$ cat config.mk
export PLATFORM = sky130hd
export DESIGN_NAME = issue_scoreboard
export DESIGN_NICKNAME = d
export VERILOG_FILES = /design/src/rtl/issue_scoreboard_pkg.sv /design/src/rtl/sb_counter_bank.sv /design/src/rtl/issue_scoreboard.sv
export SDC_FILE = /design/constraint.sdc
export NUM_CORES = 1
export LEC_CHECK = 0
export ABC_AREA = 1
export CAP_MARGIN = 20
export CELL_PAD_IN_SITES_DETAIL_PLACEMENT = 1
export CELL_PAD_IN_SITES_GLOBAL_PLACEMENT = 2
export CORE_MARGIN = 1.5
export CORE_UTILIZATION = 31
export DETAILED_ROUTE_END_ITERATION = 12
export GPL_ROUTABILITY_DRIVEN = 0
export PLACE_DENSITY = 0.8
export SYNTH_ARGS = -nofsm -noshare
export SYNTH_HDL_FRONTEND = slang
export SYNTH_HIERARCHICAL = 1
export SYNTH_SLANG_ARGS = --single-unit
export TNS_END_PERCENT = 50
$ cat constraint.sdc
create_clock -name clk -period 5.8 [get_ports clk]
set_clock_uncertainty 0.15 [all_clocks]
set_input_delay 1.74 -clock clk [delete_from_list [all_inputs] [get_ports clk]]
set_output_delay 1.74 -clock clk [all_outputs]
set_load 0.01 [all_outputs]
$ cat src/rtl/issue_scoreboard_pkg.sv
// Shared types and latency rules for the issue scoreboard.
// Execution classes, their result latencies and divider membership.
package issue_scoreboard_pkg;

  typedef enum logic [3:0] {
    ENop    = 4'd0,
    EAdd    = 4'd1,
    ESub    = 4'd2,
    ERshift = 4'd3,
    ELshift = 4'd4,
    EFadd   = 4'd5,
    EFsub   = 4'd6,
    EFmul   = 4'd7,
    EFdiv   = 4'd8,
    EFsqrt  = 4'd9,
    EFtoi   = 4'd10,
    EItof   = 4'd11
  } exec_type;

  localparam int unsigned LAT_NOP  = 0;
  localparam int unsigned LAT_ALU  = 1;
  localparam int unsigned LAT_FMUL = 2;
  localparam int unsigned LAT_FADD = 3;

  function automatic int unsigned exec_latency(
    input exec_type    e,
    input int unsigned div_lat
  );
    unique case (e)
      EAdd, ESub, ERshift, ELshift: return LAT_ALU;
      EFmul, EFtoi, EItof:          return LAT_FMUL;
      EFadd, EFsub:                 return LAT_FADD;
      EFdiv, EFsqrt:                return div_lat;
      default:                      return LAT_NOP;
    endcase
  endfunction

  function automatic logic is_div_op(input exec_type e);
    return (e == EFdiv) || (e == EFsqrt);
  endfunction

endpackage

$ cat src/rtl/sb_counter_bank.sv
// Per-register countdown counters tracking pending writes.
// Register 0 has no counter and always reads as idle.
module sb_counter_bank #(
  parameter int NUM_REGS = 32,
  parameter int LAT_W    = 4,
  parameter int RW       = $clog2(NUM_REGS)
) (
  input  logic                           clk,
  input  logic                           rst,
  input  logic                           load,
  input  logic [RW-1:0]                  load_idx,
  input  logic [LAT_W-1:0]               load_val,
  output logic [NUM_REGS-1:0][LAT_W-1:0] cnt,
  output logic [NUM_REGS-1:0]            busy
);

  logic [LAT_W-1:0] cnt_q [NUM_REGS-1:1];

  for (genvar r = 1; r < NUM_REGS; r++) begin : g_cnt
    always_ff @(posedge clk or posedge rst) begin
      if (rst) begin
        cnt_q[r] <= '0;
      end else if (load && load_idx == RW'(r)) begin
        cnt_q[r] <= load_val;
      end else if (cnt_q[r] != '0) begin
        cnt_q[r] <= cnt_q[r] - 1'b1;
      end
    end
  end

  always_comb begin
    cnt  = '0;
    busy = '0;
    for (int i = 1; i < NUM_REGS; i++) begin
      cnt[i]  = cnt_q[i];
      busy[i] = |cnt_q[i];
    end
  end

endmodule

$ cat src/rtl/issue_scoreboard.sv
// Issue stage: RAW/WAW/divider hazard checks in front of a
// registered valid/ready slot feeding execute.
module issue_scoreboard
  import issue_scoreboard_pkg::*;
#(
  parameter int NUM_REGS = 32,
  parameter int LAT_W    = 4,
  parameter int DIV_LAT  = 12,
  parameter int RW       = $clog2(NUM_REGS)
) (
  input  logic          clk,
  input  logic          rst,
  input  logic          in_valid,
  output logic          in_ready,
  input  exec_type      in_exec,
  input  logic [RW-1:0] in_rd,
  input  logic [RW-1:0] in_rs1,
  input  logic [RW-1:0] in_rs2,
  input  logic          in_use1,
  input  logic          in_use2,
  input  logic          in_we,
  input  logic          flush,
  output logic          out_valid,
  input  logic          out_ready,
  output exec_type      out_exec,
  output logic [RW-1:0] out_rd,
  output logic [RW-1:0] out_rs1,
  output logic [RW-1:0] out_rs2,
  output logic          out_we
);

  logic [NUM_REGS-1:0][LAT_W-1:0] cnt;
  logic [NUM_REGS-1:0]            busy;
  logic [LAT_W-1:0]               div_cnt;
  logic [LAT_W:0]                 lat;
  logic [LAT_W-1:0]               lat_m1;
  logic we_eff, div_op, raw, waw, div_hz, fire;

  assign lat    = (LAT_W+1)'(exec_latency(in_exec, DIV_LAT));
  assign lat_m1 = LAT_W'(lat - 1'b1);
  assign we_eff = in_we && (in_exec != ENop);
  assign div_op = is_div_op(in_exec);

  // busy[0] is tied low, so r0 never raises a hazard
  assign raw = (in_use1 && busy[in_rs1])
            || (in_use2 && busy[in_rs2]);
  assign waw = we_eff && busy[in_rd]
            && (cnt[in_rd] >= lat_m1);
  assign div_hz = div_op && (div_cnt != '0);

  assign in_ready = !(raw || waw || div_hz)
                 && (!out_valid || out_ready)
                 && !flush;
  assign fire = in_valid && in_ready;

  sb_counter_bank #(
    .NUM_REGS (NUM_REGS),
    .LAT_W    (LAT_W),
    .RW       (RW)
  ) u_bank (
    .clk      (clk),
    .rst      (rst),
    .load     (fire && we_eff && in_rd != '0),
    .load_idx (in_rd),
    .load_val (lat_m1),
    .cnt      (cnt),
    .busy     (busy)
  );

  always_ff @(posedge clk or posedge rst) begin
    if (rst) begin
      div_cnt <= '0;
    end else if (fire && div_op) begin
      div_cnt <= LAT_W'(DIV_LAT - 1);
    end else if (div_cnt != '0) begin
      div_cnt <= div_cnt - 1'b1;
    end
  end

  always_ff @(posedge clk or posedge rst) begin
    if (rst) begin
      out_valid <= 1'b0;
      out_exec  <= ENop;
      out_rd    <= '0;
      out_rs1   <= '0;
      out_rs2   <= '0;
      out_we    <= 1'b0;
    end else if (flush) begin
      out_valid <= 1'b0;
    end else if (fire) begin
      out_valid <= 1'b1;
      out_exec  <= in_exec;
      out_rd    <= in_rd;
      out_rs1   <= in_rs1;
      out_rs2   <= in_rs2;
      out_we    <= we_eff;
    end else if (out_ready) begin
      out_valid <= 1'b0;
    end
  end

endmodule

# ---- Yosys cells after proc, flatten, opt, wreduce, memory -nomap -nowiden
# Memory sizes are Yosys's and may differ from the RTL's.
# Index checks and enable logic that the tools add are counted.
dict set report word_totals {
  elab_cells 335
  mem_count 1
  ff_bits 149
  out_inout_bits 22
  mem_bits_ro 64
  inputBits 27
}
# name depth word_bits read_ports rd_clocked_by_memory_dff write_ports line_no
set memory_table {}
lappend memory_table {{(no name shown)} 16 4 1 0 0 issue_scoreboard_pkg.sv:29} ;# unique case (e)
dict set report classes {
  n_mux 75
  n_lt_le_gt_ge 4
  n_reduce_logical 150
  bitwise_logic 1
  addsub 33
  n_eq_ne 33
}
# cell n
set op_table {}
lappend op_table {{$mux W4} 65}
lappend op_table {{$reduce_bool A4 Y1} 33}
lappend op_table {{$sub A4 B1 Y4 const B} 33}
lappend op_table {{$reduce_or A4 Y1} 31}
lappend op_table {{$eq A5 B5 Y1 const B} 16}
lappend op_table {{$reduce_bool A2 Y1} 32}
lappend op_table {{$logic_and A1 B1 Y1} 43}
lappend op_table {{$eq A5 B4 Y1 const B} 8}
lappend op_table {{$bmux W4 S5} 1}
lappend op_table {{$eq A5 B3 Y1 const B} 4}
lappend op_table {{$lt A5 B6 Y1 const B} 3}
lappend op_table {{$bmux W1 S5} 3}
lappend op_table {{$eq A5 B2 Y1 const B} 2}
lappend op_table {{$eq A4 B4 Y1 const B} 2}
lappend op_table {{$mux W1} 6}
lappend op_table {{$eq A5 B1 Y1 const B} 1}
lappend op_table {{$logic_or A1 B1 Y1} 5}
lappend op_table {{$reduce_bool A5 Y1} 1}
lappend op_table {{$ge A4 B4 Y1} 1}
lappend op_table {{$logic_not A1 Y1} 3}
lappend op_table {{$reduce_bool A3 Y1} 1}
lappend op_table {{$reduce_and A2 Y1} 1}
lappend op_table {{$not A1 Y1} 1}

# ---- Logic depth before layout (Yosys ltp)
dict set report depth {
  word_depth 15
  depth_mapped 30
  mapped_depth_nobuf 26
}

# ---- By module
# The synthesis kept the hierarchy.
# mod seq_area_each_um2 cells_each n_inst area_each_um2
set by_module_without_submodules {}
lappend by_module_without_submodules {sb_counter_bank 3103.0 1161 1 8121.5}
lappend by_module_without_submodules {issue_scoreboard 625.6 621 1 3422.0}

# ---- Worst setup path after synthesis
# Ideal clock, no wire load.
dict set report synth_timing {
  path_kind {input -> output}
  from {in in_rd[1]}
  to {out in_ready}
  path_slack_ns -0.080
  path_stages 19
  t_arrival_ns 3.990
  t_required_ns 3.910
  cell_sequence {buf_4 -> inv_2 -> buf_2 -> clkbuf_1 -> o21ai_0 -> o221ai_1 -> nand3_1 -> a32oi_1 -> ha_1 -> inv_1 -> nor2_1 -> o211ai_1 -> nand3_1 -> nand2_1 -> inv_1 -> nand3_1 -> nand2_1 -> nor2_4 -> buf_4}
}
dict set report synth_between {
  elab_chain_len 9
  word_cells_on_any_way 12
  cone_classes {order compare (1); mux (4); reduce/logical (7)}
}
# element line_no
set synth_rtl {}
lappend synth_rtl {{from (decl)} issue_scoreboard.sv:16} ;# input logic [RW-1:0] in_rd,
lappend synth_rtl {{$bmux W4 S5 / $bmux W1 S5 (equally long branches)} {issue_scoreboard.sv:48, issue_scoreboard.sv:47}}
lappend synth_rtl {{$mux W4 (not written as such) / $mux W1 (equally long branches)} {issue_scoreboard.sv:48, issue_scoreboard.sv:47}}
lappend synth_rtl {{$ge A4 B4 Y1 / $logic_and A1 B1 Y1 (equally long branches)} {issue_scoreboard.sv:48, issue_scoreboard.sv:47}}
lappend synth_rtl {{$logic_and A1 B1 Y1 (*)} issue_scoreboard.sv:48} ;# && (cnt[in_rd] >= lat_m1);
lappend synth_rtl {{$logic_or A1 B1 Y1 (*) (2 in series)} issue_scoreboard.sv:51} ;# assign in_ready = !(raw || waw || div_hz)
lappend synth_rtl {{$logic_not A1 Y1 (*)} issue_scoreboard.sv:51}
lappend synth_rtl {{$logic_and A1 B1 Y1 (*)} issue_scoreboard.sv:52} ;# && (!out_valid || out_ready)
lappend synth_rtl {{$logic_and A1 B1 Y1 (*)} issue_scoreboard.sv:53} ;# && !flush;
lappend synth_rtl {{to (decl)} issue_scoreboard.sv:14} ;# output logic in_ready,
# Every way passes the cells marked *; elsewhere a longest branch is shown, timed or not. The select of a mux whose other input is x is not followed.

# ---- Worst setup path in the final report
dict set report layout_timing {
  from {in in_rd[0]}
  to {out in_ready}
}
# The elaborated chain is that of the path after synthesis.

==> results.yml <==
floorplanning:
  die_height_um: 196
  core_area_um2: 36600
  die_area_um2: 38400
  die_width_um: 196
  start_util: 0.315
  rows: 70
  boundaryPins: 49
critical_path:
  data_required_time_at_the_worst_endpoint_ns: 3.91
  critical_path.max_stage_delay_ns: 0.34
  total_stage_count_of_the_critical_path: 19
  critical-path-top-delay-family: "compound AO/OA/AOI/OAI gates"
  critPathSlowestCell: "o21ai_0"
  endpoint_kind: "output port"
  worstPathMaxFanout: 16
  timing_worst_setup_path_type: "in -> out"
  timing.critical_path.from_type: "input pin"
  ff2ff_path_depth: 27
  worst-endpoint-arrival_ns: 3.98
  path_buf_inv: 6
  crit_path_start: "in_rd[0]"
  worst_r2r_endpoint: "u_bank/cnt[44]"
  timing.reg2reg.setup_slack_ns: 1.49
  worst_setup_path_endpoint: "in_ready"
  rr_startpoint: "u_bank/cnt[105]"
  crit_path_cell_trace: "buf_16 > inv_16 > buf_12 > buf_16 > o21ai_0 > o221ai_2 > nand3_1 > o311ai_2 > nand2_1 > ha_4 > nor2_2 > o211ai_1 > nand3_1 > nand2_1 > inv_1 > nand3_2 > nand2_2 > nor2_4 > buf_6"
clock_network:
  skew_pair_late_insertion_delay_ns: 0.45
  ctsLongestPathBuffers: 2
  quantity_of_hold_fixing_buffers_added_after_cts: 0
  clk_pin_slew_ns: 0.06
  cts_tree: "done"
  cts_made_buffers: 17
  cts_htree_levels: 4
  clockRootBuffer: "clkbuf_16"
  clock_sink_count: 149
finish:
  layout-area-overhead-vs-synth_pct: 25.9
  fin_util: 0.397
  layout-drive-gt1-share: 0.118
  stdcell_count: 2396
  antenna-diode-count: 0
  number_of_nets_in_the_layout: 2010
grt:
  grt_util_all_layers: 0.251
  grt_first_pass_wirelength_mm: 74.3
  vias_in_the_first_global_route: 12900
  antenna_found_initial: 0
  global_route.overflow_total: 0
  pin_count_of_the_biggest_net_entering_global_routing: 63
timing:
  tightestPinTransition_ns: 0.921
  max_clock_freq_ghz: 0.170
  min_period_over_period: 1.01
  timing_max_transition_violations_final: 0
  final_hold_viol_count: 0
  report.final.setup_viol: 1
  finalHoldWorstSlack_ns: 0.317
  timing.slew.headroom: 0.385
  worst_slack_ns: -0.0690
  grt_setup_unrepaired: "true"
  final_period_minus_worst_setup_slack_ns: 5.87
yosys:
  ys_ff_latch: 149
  synth-async-reset-ratio: 1.00
  synthFlopType: "dfrtp_1"
  ys_types: 34
  syn_area_um2: 11500
  yosys_warnings: 6
  syn_avg_cell_area_um2: 6.48
  synth_enable_flop_cells: 0
  synth-seq-area-share: 0.323
  syn-instance-count: 1782
placement:
  place_inst: 2340
  port-buffer-count: 48
  dp.final_hpwl_mm: 34.8
outcome:
  outcome: "finished, violations left"
  violations: "negative setup slack"
power_and_ir_drop:
  power.share.combinational: 0.506
  netSwitchingFraction: 0.470
  switching_power_mw: 3.21
  power-per-cell-area_nw_per_um2: 470
  power.internal_mw: 3.63
  peakVddDrop_mv: 0.239
  post-layout-total-power_mw: 6.83
  clkPwrFrac: 0.167
  power_leakage_nw: 7.69
  seq_power_share: 0.327
detailed_routing:
  routed-via-count: 12600
  antenna_left: 0
  route.detailed.wl_per_inst_um: 19.7
  first_pass_iters: 7
  routed-wl-met2_mm: 22.7
  vias_per_cell: 5.28
  route.detailed.drc: 0
  drt_iter0_markers: 764
  maxUsedRoutingLayer: "met4"
  m1WireLength_mm: 21.4
  postRouteWirelength_mm: 47.2
  met3WireLength_mm: 1.83
flow_run:
  drv_cap: 0
worst_hold_path:
  type_of_the_tightest_min_delay_check: "reg -> reg"
==> timing repair <==
| action | 4_1_cts | 5_1_grt |
|---|---|---|
| pin swaps | 30 | 45 |
| gates resized for setup | 82 | 66 |
| setup buffers | 10 | 9 |
| setup endpoints to repair | 2 | 4 |
| gates cloned | 4 | 2 |
==> synthesized netlist by cell type (2+ instances only) <==
cell	n	share of area
inv_1	220	0.072
o21ai_1	5	0.0022
buf_6	4	0.0039
a31oi_1	3	0.0016
a32oi_1	2	0.0015
ha_1	68	0.074
nand3_1	299	0.13
o221ai_1	12	0.0091
nand2_1	543	0.18
clkbuf_1	29	0.0094
xor2_1	18	0.014
nor2_2	4	0.0022
a32o_1	2	0.0017
buf_2	17	0.0074
nor3_1	2	0.00087
nor2_4	2	0.0020
xnor2_1	16	0.012
a21oi_1	11	0.0048
nand4_1	27	0.015
o211ai_1	6	0.0039
o22ai_1	19	0.010
nor2_1	186	0.060
nand3b_1	6	0.0039
dfrtp_1	149	0.32
buf_4	12	0.0078
o21ai_0	107	0.046
inv_2	6	0.0020
==> cells in the final DEF (no fill, tap or decap), types with 18 or more instances in the layout <==
master           count
buf_4               90
clkbuf_16           19
clkdlybuf4s50_1     39
dfrtp_1            149
ha_1                63
inv_1              214
nand2_1            541
nand3_1            296
nand4_1             27
nor2_1             174
o21ai_0             87
o21ai_1             18
==> cell families after synthesis <==
family,count (synthesis),share of synthesized area
xor gates and xnor gates,34,0.0258
buffers and inverters,289,0.102
and+or+nand+nor,1071,0.391
AOI/OAI and AO/OA,170,0.0836
other,1,0.000325
adders and majority gates,68,0.0737
DFF,149,0.323
==> worst min path at each step <==
stage,slack [ns],depth (start not counted),to,start
final,0.32,2,out_exec[3],out_exec[3]
after global routing,0.34,2,out_exec[3],out_exec[3]
after CTS,0.32,2,out_exec[3],out_exec[3]
after detailed placement,0.31,2,out_exec[3],out_exec[3]
after global placement,0.30,2,out_rs2[3],out_rs2[3]
after floorplan,0.33,2,div_cnt[1],div_cnt[1]
==> registers in the layout, summed over array words and instances, names as in the netlist <==
| signal | count |
|---|---|
| out_we | 1 |
| out_rs1 | 5 |
| out_rs2 | 5 |
| out_rd | 5 |
| out_exec | 4 |
| out_valid | 1 |
| u_bank/cnt | 124 |
| div_cnt | 4 |
==> area by class of cell <==
| type | instances | area [µm²] |
|---|---|---|
| fill | 4710 | 22100 |
| multi-input combinational | 1348 | 6940 |
| sequential | 149 | 3730 |
| timing repair buffer | 173 | 1810 |
| inverter | 226 | 883 |
| tap | 468 | 586 |
| clock buffer | 20 | 457 |
| clock inverter | 12 | 128 |
==> metal layers <==
| metal | track usage | up-vias |
|---|---|---|
| li1 | - | 6014 |
| met1 | 0.322 | 6250 |
| met5 | 0 | - |
| met4 | 0.0880 | 0 |
| met2 | 0.429 | 306 |
| met3 | 0.0358 | 71 |
==> metrics by stage <==
step           TNS, ns  worst slack [ns]  instance area (µm²)
6_report       -0.0690           -0.0690                14500
3_3_place_gp    -37.06            -0.891                13100
2_1_floorplan        0           0.00619                11600
4_1_cts        -0.0774           -0.0774                14200
3_5_place_dp    -43.48            -0.912                13100
5_1_grt         -0.179            -0.179                14500
==> power by group through the flow <==
stage	Clock [mW]	Sequential [mW]	Combinational, mW
2_1_floorplan	0	1.98	2.41
4_1_cts	1.17	2.23	3.40
3_3_place_gp	0	2.24	3.15
5_1_grt	1.21	2.30	3.97
3_5_place_dp	0	2.24	3.32
6_report	1.14	2.23	3.46
==> worst register-to-register path: cells and delay by family (launching register included) <==
family / cells / cell delay, ns
adders and majority gates: 1 / 0.24
and+or+nand+nor: 14 / 1.63
AOI/OAI and AO/OA: 5 / 0.78
buffers and inverters: 7 / 0.92
DFF: 1 / 0.47
(Power assumes the default switching activity.)
